==> src/rtl/mau_pkg.sv <==
// Shared definitions for the MEM-stage memory access unit: load-type
// encodings, FSM state encoding, default timeout and store lane replication.
package mau_pkg;

    localparam int unsigned DEFAULT_TIMEOUT = 16;
    localparam int unsigned XLEN            = 32;

    typedef enum logic [2:0] {
        LD_W  = 3'b000,
        LD_BU = 3'b001,
        LD_B  = 3'b010,
        LD_HU = 3'b011,
        LD_H  = 3'b100
    } ld_op_e;

    typedef enum logic [1:0] {
        S_IDLE = 2'd0,
        S_REQ  = 2'd1,
        S_DONE = 2'd2
    } state_e;

    // Replicate right-justified store data across the lanes; access size is
    // implied by how many byte enables are set.
    function automatic logic [XLEN-1:0] replicate_wdata(input logic [3:0]      be,
                                                        input logic [XLEN-1:0] wdata);
        logic [2:0] n;
        n = 3'(be[0]) + 3'(be[1]) + 3'(be[2]) + 3'(be[3]);
        case (n)
            3'd1:    return {4{wdata[7:0]}};
            3'd2:    return {2{wdata[15:0]}};
            default: return wdata;
        endcase
    endfunction

endpackage

==> src/rtl/load_align.sv <==
// Combinational load alignment: selects the byte/half lane from a raw bus
// word and zero/sign-extends it according to the load type.
//   word   - raw 32-bit word from memory
//   lane   - byte address bits [1:0]
//   ld_op  - load type (unknown codes behave as a full word load)
//   result - aligned, extended load value
module load_align
    import mau_pkg::*;
(
    input  logic [XLEN-1:0] word,
    input  logic [1:0]      lane,
    input  logic [2:0]      ld_op,
    output logic [XLEN-1:0] result
);

    logic [7:0]  byte_v;
    logic [15:0] half_v;

    always_comb begin
        byte_v = word[{lane, 3'b000} +: 8];
        half_v = lane[1] ? word[31:16] : word[15:0];
        result = word;
        case (ld_op)
            LD_BU:   result = {24'b0, byte_v};
            LD_B:    result = {{24{byte_v[7]}}, byte_v};
            LD_HU:   result = {16'b0, half_v};
            LD_H:    result = {{16{half_v[15]}}, half_v};
            default: result = word;
        endcase
    end

endmodule

==> src/rtl/mem_access_unit.sv <==
// MEM-stage data memory access unit. Runs one req/ack bus transaction per
// memory instruction, stalls the pipeline while it is in flight and returns
// aligned load data; a timeout ends transactions that are never acknowledged.
//   clk, reset        - clock, asynchronous active-high reset
//   start/we/addr/be/wdata/ld_op - access request from the MEM stage
//   bus_*             - req/ack data bus (outputs held from registers)
//   stall             - pipeline freeze (combinational)
//   done/rdata/err    - completion pulse, load result, timeout flag
module mem_access_unit
    import mau_pkg::*;
#(
    parameter int unsigned TIMEOUT = DEFAULT_TIMEOUT
) (
    input  logic            clk,
    input  logic            reset,
    input  logic            start,
    input  logic            we,
    input  logic [XLEN-1:0] addr,
    input  logic [3:0]      be,
    input  logic [XLEN-1:0] wdata,
    input  logic [2:0]      ld_op,
    output logic            bus_req,
    output logic            bus_we,
    output logic [XLEN-1:0] bus_addr,
    output logic [3:0]      bus_be,
    output logic [XLEN-1:0] bus_wdata,
    input  logic            bus_ack,
    input  logic [XLEN-1:0] bus_rdata,
    output logic            stall,
    output logic            done,
    output logic [XLEN-1:0] rdata,
    output logic            err
);

    localparam int unsigned      CNT_W    = $clog2(TIMEOUT);
    localparam logic [CNT_W-1:0] CNT_LAST = CNT_W'(TIMEOUT - 1);

    state_e          state;
    state_e          state_nxt;
    logic [CNT_W-1:0] cnt;
    logic [1:0]      lane_q;
    logic [2:0]      ld_op_q;
    logic [XLEN-1:0] align_res;
    logic            accept;
    logic            timeout;

    // A zero byte enable is a null access and never leaves IDLE.
    assign accept  = (state == S_IDLE) && start && (be != 4'b0000);
    assign timeout = (cnt == CNT_LAST);

    load_align u_load_align (
        .word   (bus_rdata),
        .lane   (lane_q),
        .ld_op  (ld_op_q),
        .result (align_res)
    );

    // State register
    always_ff @(posedge clk or posedge reset) begin
        if (reset) state <= S_IDLE;
        else       state <= state_nxt;
    end

    // Next-state logic
    always_comb begin
        state_nxt = state;
        case (state)
            S_IDLE:  if (accept) state_nxt = S_REQ;
            S_REQ:   if (bus_ack || timeout) state_nxt = S_DONE;
            S_DONE:  state_nxt = S_IDLE;
            default: state_nxt = S_IDLE;
        endcase
    end

    // Output decode; stall is gated by reset so it drops while reset is held.
    always_comb begin
        bus_req = 1'b0;
        done    = 1'b0;
        stall   = 1'b0;
        case (state)
            S_IDLE:  stall = accept && !reset;
            S_REQ: begin
                bus_req = 1'b1;
                stall   = 1'b1;
            end
            S_DONE:  done = 1'b1;
            default: ;
        endcase
    end

    // Request latch, timeout counter and result registers
    always_ff @(posedge clk or posedge reset) begin
        if (reset) begin
            bus_we    <= 1'b0;
            bus_addr  <= '0;
            bus_be    <= 4'b0000;
            bus_wdata <= '0;
            lane_q    <= 2'b00;
            ld_op_q   <= 3'b000;
            cnt       <= '0;
            rdata     <= '0;
            err       <= 1'b0;
        end else begin
            case (state)
                S_IDLE: begin
                    if (accept) begin
                        bus_we    <= we;
                        bus_addr  <= {addr[31:2], 2'b00};
                        bus_be    <= be;
                        bus_wdata <= replicate_wdata(be, wdata);
                        lane_q    <= addr[1:0];
                        ld_op_q   <= ld_op;
                        cnt       <= '0;
                    end
                end
                S_REQ: begin
                    if (bus_ack) begin
                        rdata <= bus_we ? '0 : align_res;
                        err   <= 1'b0;
                    end else if (timeout) begin
                        rdata <= '0;
                        err   <= 1'b1;
                    end else begin
                        cnt <= cnt + CNT_W'(1);
                    end
                end
                default: ;
            endcase
        end
    end

endmodule

==> config.mk <==
export PLATFORM = sky130hd
export DESIGN_NAME = mem_access_unit
export DESIGN_NICKNAME = d
export VERILOG_FILES = /design/src/rtl/mau_pkg.sv /design/src/rtl/load_align.sv /design/src/rtl/mem_access_unit.sv
export SDC_FILE = /design/constraint.sdc
export NUM_CORES = 1
export LEC_CHECK = 0
export BUFFER_PORTS_ARGS = -buffer_cell sky130_fd_sc_hd__clkbuf_2
export CORE_ASPECT_RATIO = 0.7
export CORE_MARGIN = 1
export CORE_UTILIZATION = 53
export DETAILED_ROUTE_END_ITERATION = 6
export PLACE_DENSITY_LB_ADDON = 0.1
export SYNTH_ARGS = -nofsm -noshare
export SYNTH_HDL_FRONTEND = slang
export SYNTH_SLANG_ARGS = --single-unit
==> constraint.sdc <==
create_clock -name clk -period 10.88 [get_ports clk]
set_input_delay 2.176 -clock clk [delete_from_list [all_inputs] [get_ports clk]]
set_output_delay 2.176 -clock clk [all_outputs]
set_load 0.05 [all_outputs]
==> results of run 1 <==
-- per-stage QoR --
step / hold WS [ps] / area [µm²] / instances
final: 475.4 / 6860 / 922
after CTS: 478.5 / 6860 / 922
after detailed placement: 461.4 / 6579 / 907
after global routing: 504.3 / 6860 / 922
after floorplan: 477.1 / 5525 / 607
after global placement: 459.3 / 6579 / 907
-- cell usage after synthesis, types with 3 or more instances --
cell type	count	area [µm²]
a21oi_1	38	190.2
a22o_1	10	87.58
a2bb2oi_1	16	140.1
a32o_1	8	80.08
buf_2	20	100.1
clkbuf_1	16	60.06
dfrtp_1	111	2778
ha_1	4	50.05
inv_1	11	41.29
mux2_2	7	78.83
mux2i_1	27	270.3
nand2_1	183	686.9
nand2b_1	4	25.02
nand3b_1	9	67.56
nor2_1	26	97.59
nor2b_1	14	87.58
o21ai_0	53	265.3
o21ai_1	11	55.05
o41a_1	6	67.56
xnor2_1	3	26.28
-- cell usage in the layout (no fill, tap or decap), types with 10 or more instances in the layout --
cell type / instances
a22o_1: 10
dfrtp_1: 111
nor2_1: 26
inv_1: 10
nand2_1: 183
a21oi_1: 38
o21ai_0: 53
nor2b_1: 14
mux2i_1: 27
a2bb2oi_1: 16
clkbuf_2: 210
-- layout make-up --
type | instances | area [µm²]
sequential | 111 | 2778
clock inverter | 5 | 42.54
inverter | 12 | 47.55
clock buffer | 10 | 239.0
multi-input combinational | 442 | 2512
fill | 791 | 3049
timing repair buffer | 214 | 1081
tap | 128 | 160.2
-- path summary, 6_finish.rpt --
kind	cells after the start	slack (ps)	end	startpoint
setup / recovery	6	4240	stall	start
hold / removal	2	480	bus_wdata[2]	bus_wdata[2]
setup reg to reg	4	8390	rdata[9]	lane_q[1]
hold reg to reg	2	480	bus_wdata[2]	bus_wdata[2]
max in group asynchronous	3	7720	bus_wdata[11]	reset
min in group asynchronous	2	1830	rdata[22]	reset
-- per-layer routing --
metal,wire [µm],up-vias,global-route usage
met5,0,-,0
met4,167,0,0.06926
met3,1227,15,0.07264
met2,6543,217,0.4096
met1,6946,2437,0.4136
li1,-,2422,-
-- worst reg2reg max path, cell delays in order, from the launching register on --
cell and delay, ps:
dfrtp_1 1130, mux4_2 650, o311a_4 370, a21oi_1 160
o21ai_1 70
-- state kept, by name (all words and copies together) (netlist names) --
name	flops
err	1
bus_wdata	32
rdata	32
state	2
cnt	4
bus_we	1
ld_op_q	3
bus_addr	30
lane_q	2
bus_be	4
-- power by group --
| group | internal (mW) | switching, mW |
|---|---|---|
| logic | 0.314 | 0.968 |
| registers | 0.588 | 0.140 |
| clock network | 0.163 | 0.152 |
-- cells by family (layout without fill, tap and decap cells) --
family                   after synthesis  count (layout)
XOR/XNOR                               3               3
multiplexers                          35              35
flip-flops                           111             111
adder cells (fa/ha/maj)                5               5
AND/OR/NAND/NOR                      246             246
AO/OA/AOI/OAI                        151             151
buffers and inverters                 54             241
other                                  1               2
==> impl_metrics.tcl, run 1 <==
set metrics [dict create \
    endpoint_kind "output port" \
    fin_setup_tns_ps 0 \
    period_needed_ps 6635 \
    clkSinkCount 111 \
    power_after_layout_mw 2.326 \
    worst_ep_required_time_ps 8700 \
    timing.critical_path.arrival_ps 4460 \
    globalRouteTotalUtil 0.2803 \
    die_w_um 124.0 \
    postCtsResizedCells 0 \
    vias 5091 \
    crit_path_cell_trace "clkbuf_2, nor3b_1, o21a_2, a21oi_1, nor2_1, clkbuf_2" \
    global_route.overflow_total 0 \
    power.static_leakage_nw 3.594 \
    worst-path-max-fanout 56 \
    io_buffer_count 210 \
    ir_worst_vdd_v 0.0001739 \
    post_synth.cell_area_avg_um2 9.111 \
    number_of_vias_per_cell_after_detailed_routing 5.522 \
    design.die.area_um2 10840 \
    worst_hold_path_type "flop to flop" \
    sum_of_buffers_and_inverters_on_the_critical_path 2 \
    firstDrtPassIters 5 \
    max-cap-violations 0 \
    grt_start_max_net_pins 92 \
    timing.slew.headroom 0.2011 \
    post_route_cells_drive_above_1_share 0.3098 \
    initial_core_util 0.5572 \
    routabilityCongestion 0.8246 \
    route.detailed.drc 0 \
    asyncSetResetFlopFracSynth 1.000 \
    netlist_area_um2 5522 \
    post_synth_xor_area_fraction 0.004759 \
    std_cell_rows 30 \
    clock_tree_from_tritoncts "built" \
    powerDensity_nw_per_um2 339.0 \
    cts.htree.levels 3 \
    timing_worst_setup_path_type "input pin to output port" \
    clkTransAtPathRegs_ps 70 \
    fmax_ghz 0.1507 \
    clockBufferDepth 2 \
    grt_setup_unrepaired "false" \
    run_status "completed" \
    synth.yosys.warnings 0 \
    finalHoldViolCount 0 \
    tightestPinTransition_ps 1198 \
    synth_sequential_area_ratio 0.5031 \
    cts-root-buf "clkbuf_16" \
    dominantRegCellSynth "dfrtp_1" \
    post_synth_fa_ha_maj_area_fraction 0.01269 \
    dieHeight_um 87.40 \
    detail_route.wirelength_um 14890 \
    area.growth.synth_to_final_pct 24.25 \
    tritoncts_buffers 9 \
    postLayoutCoreUtil 0.6923 \
    path_common_cell "clkbuf_2" \
    pin_count 213 \
    muxShareOfSynthArea 0.06730 \
    drv_slew 0 \
    cts-hold-fix-buffers 0 \
    clkLatencyLatePin_ps 340 \
    yosys_register_bits 111 \
    worst_clock_skew_ps 7.893 \
    synth_enable_flop_cells 0 \
    worst_path_max_delay_cell "o21a_2" \
    largest_family_of_logic_cells_by_synthesized_area "simple AND/OR/NAND/NOR gates" \
    dp_hpwl_um 10700 \
    wire_per_inst_um 16.14 \
    grt_antenna_before_repair 0 \
    core_area_um2 9910 \
    vias_in_the_first_global_route 4593 \
    grt_first_pass_wirelength_um 23270 \
    final.period_utilization 0.6098 \
    number_of_design_rule_violations_left_by_the_first_detailed_router_iteration 470 \
    worst_setup_path_start_kind "input pin" \
    maximum_cell_stage_delay_along_the_critical_path_ps 950 \
    synth.lib_cells_used.distinct 43 \
    crit_family "compound AO/OA/AOI/OAI gates" \
    dp_slack_ps 4263 \
    post_synth_and_or_nand_nor_area_fraction 0.1874 \
    post_cts_buffers 0 \
    cells_after_synth 606 \
    design.final.nets 903 \
    compound_gate_fraction_of_synth_area 0.1786 \
    final_antenna_net_count 0 \
    finalSetupViolCount 0 \
    final.setup.worst_slack_ps 4245 \
    antenna_cells 0 \
]
No activity file was read; power rests on OpenSTA's default activity.
==> run 2: changes to the inputs <==
CORE_UTILIZATION = 45   (was 53)
clock period = 5.5 ns   (was 10.88 ns; I/O delays follow)
==> impl_metrics.tcl, run 2 (synthesized netlist as in run 1, its figures left out) <==
set metrics [dict create \
    finalHoldViolCount 0 \
    routabilityCongestion 0.8481 \
    tritoncts_buffers 9 \
    vias 5041 \
    number_of_vias_per_cell_after_detailed_routing 5.284 \
    post-route-cell-area_um2 6929 \
    power.static_leakage_nw 3.617 \
    tightestPinTransition_ps 1124 \
    area.growth.synth_to_final_pct 25.49 \
    grt_first_pass_wirelength_um 24710 \
    vias_in_the_first_global_route 4879 \
    dp_hpwl_um 11400 \
    post_route_cells_drive_above_1_share 0.3124 \
    detail_route.wirelength_um 15510 \
    clock_tree_from_tritoncts "built" \
    hold_ws_ps 477.9 \
    timing.slew.headroom 0.2473 \
    endpoint_kind "flop" \
    post_cts_buffers 0 \
    initial_core_util 0.4676 \
    worst_clock_skew_ps 8.099 \
    worst_path_max_delay_cell "nor2b_1" \
    grt_setup_unrepaired "false" \
    number_of_design_rule_violations_left_by_the_first_detailed_router_iteration 320 \
    route.detailed.drc 0 \
    clkSinkCount 111 \
    run_status "completed" \
    antenna_cells 0 \
    design.final.nets 905 \
    pin_count 213 \
    fin_setup_tns_ps 0 \
    clkTransAtPathRegs_ps 80 \
    cts-root-buf "clkbuf_16" \
    power_after_layout_mw 4.625 \
    most-common-layout-cells "210 x clkbuf_2, 183 x nand2_1, 111 x dfrtp_1, 53 x o21ai_0, 38 x a21oi_1" \
    drv_slew 0 \
    worst-path-max-fanout 19 \
    design.die.area_um2 12720 \
    wire_per_inst_um 16.26 \
    max-cap-violations 0 \
    worst_hold_path_type "flop to flop" \
    firstDrtPassIters 6 \
    global_route.overflow_total 0 \
    globalRouteTotalUtil 0.2519 \
    finalSetupViolCount 0 \
    dpl.cell_count 938 \
    powerDensity_nw_per_um2 667.4 \
    maximum_cell_stage_delay_along_the_critical_path_ps 790 \
    cts.htree.levels 3 \
    grt_antenna_before_repair 0 \
    grt_start_max_net_pins 66 \
    postPlaceCellArea_um2 6638 \
    postCtsResizedCells 0 \
    core_area_um2 11810 \
    final.period_utilization 0.7269 \
    fmax_ghz 0.2501 \
    ir_worst_vdd_v 0.0003238 \
    cts-hold-fix-buffers 0 \
    most_common_cell_after_layout_fill_and_taps_aside "clkbuf_2" \
    layout_top_registers "bus_wdata: 32 flops, rdata: 32 flops, bus_addr: 30 flops" \
    dieHeight_um 94.68 \
    io_buffer_count 210 \
    std_cell_rows 33 \
    final_antenna_net_count 0 \
    clkLatencyLatePin_ps 350 \
    crit_path_cell_trace "clkbuf_2, inv_1, fa_1, inv_1, ha_1, nor2b_1, nor2b_1, mux2i_1, o21ai_0" \
    timing_worst_setup_path_type "input pin to flop" \
    worst_setup_path_start_kind "input pin" \
    die_w_um 134.4 \
    worst_ep_required_time_ps 5700 \
    timing.critical_path.arrival_ps 4200 \
    clockBufferDepth 2 \
    period_needed_ps 3998 \
    final-instance-count-excl-fill 954 \
]
==> run 2: where the power goes <==
| group | internal [mW] | switching [mW] |
|---|---|---|
| clock network | 0.321 | 0.318 |
| logic | 0.625 | 1.97 |
| registers | 1.16 | 0.225 |
==> run 2: stage by stage <==
step | setup slack (ps) | util
after global routing | 1295 | 0.5868
final | 1502 | 0.5868
after floorplan | 85.56 | -
after global placement | 1320 | 0.5621
after detailed placement | 1180 | 0.5621
after CTS | 1524 | 0.5868
==> run 2: per-layer routing <==
| layer | GRT usage | vias to the layer above | part of all wire |
|---|---|---|---|
| met5 | 0 | - | 0 |
| met4 | 0.05993 | 0 | 0.0097 |
| met3 | 0.07085 | 19 | 0.088 |
| met2 | 0.3929 | 217 | 0.45 |
| met1 | 0.3482 | 2378 | 0.45 |
| li1 | - | 2427 | - |
==> run 2: layout make-up <==
| cell class | instances | area (µm²) |
|---|---|---|
| Clock buffer | 10 | 229.0 |
| Fill cell | 1078 | 4880 |
| Sequential cell | 111 | 2778 |
| Inverter | 12 | 47.55 |
| Clock inverter | 6 | 62.56 |
| Timing Repair Buffer | 216 | 1096 |
| Multi-Input combinational cell | 442 | 2520 |
| Tap cell | 157 | 196.4 |
==> run 2: final timing paths <==
kind,start,to,slack [ps],cells after the start
worst max register to register,state[0],bus_wdata[25],3260,5
max in group asynchronous,reset,bus_wdata[4],3430,3
worst max-delay path,be[0],bus_wdata[11],1500,9
min in group asynchronous,reset,bus_addr[19],810,2
worst min register to register,bus_wdata[0],bus_wdata[0],480,2
worst min-delay path,bus_wdata[0],bus_wdata[0],480,2
==> run 2: critical path, delay by kind of cell <==
family	cells	cell delay, ps
AOI/OAI and AO/OA	1	100
buffers and inverters	3	200
and+or+nand+nor	2	1320
muxes	1	320
adders and majority gates	2	1160
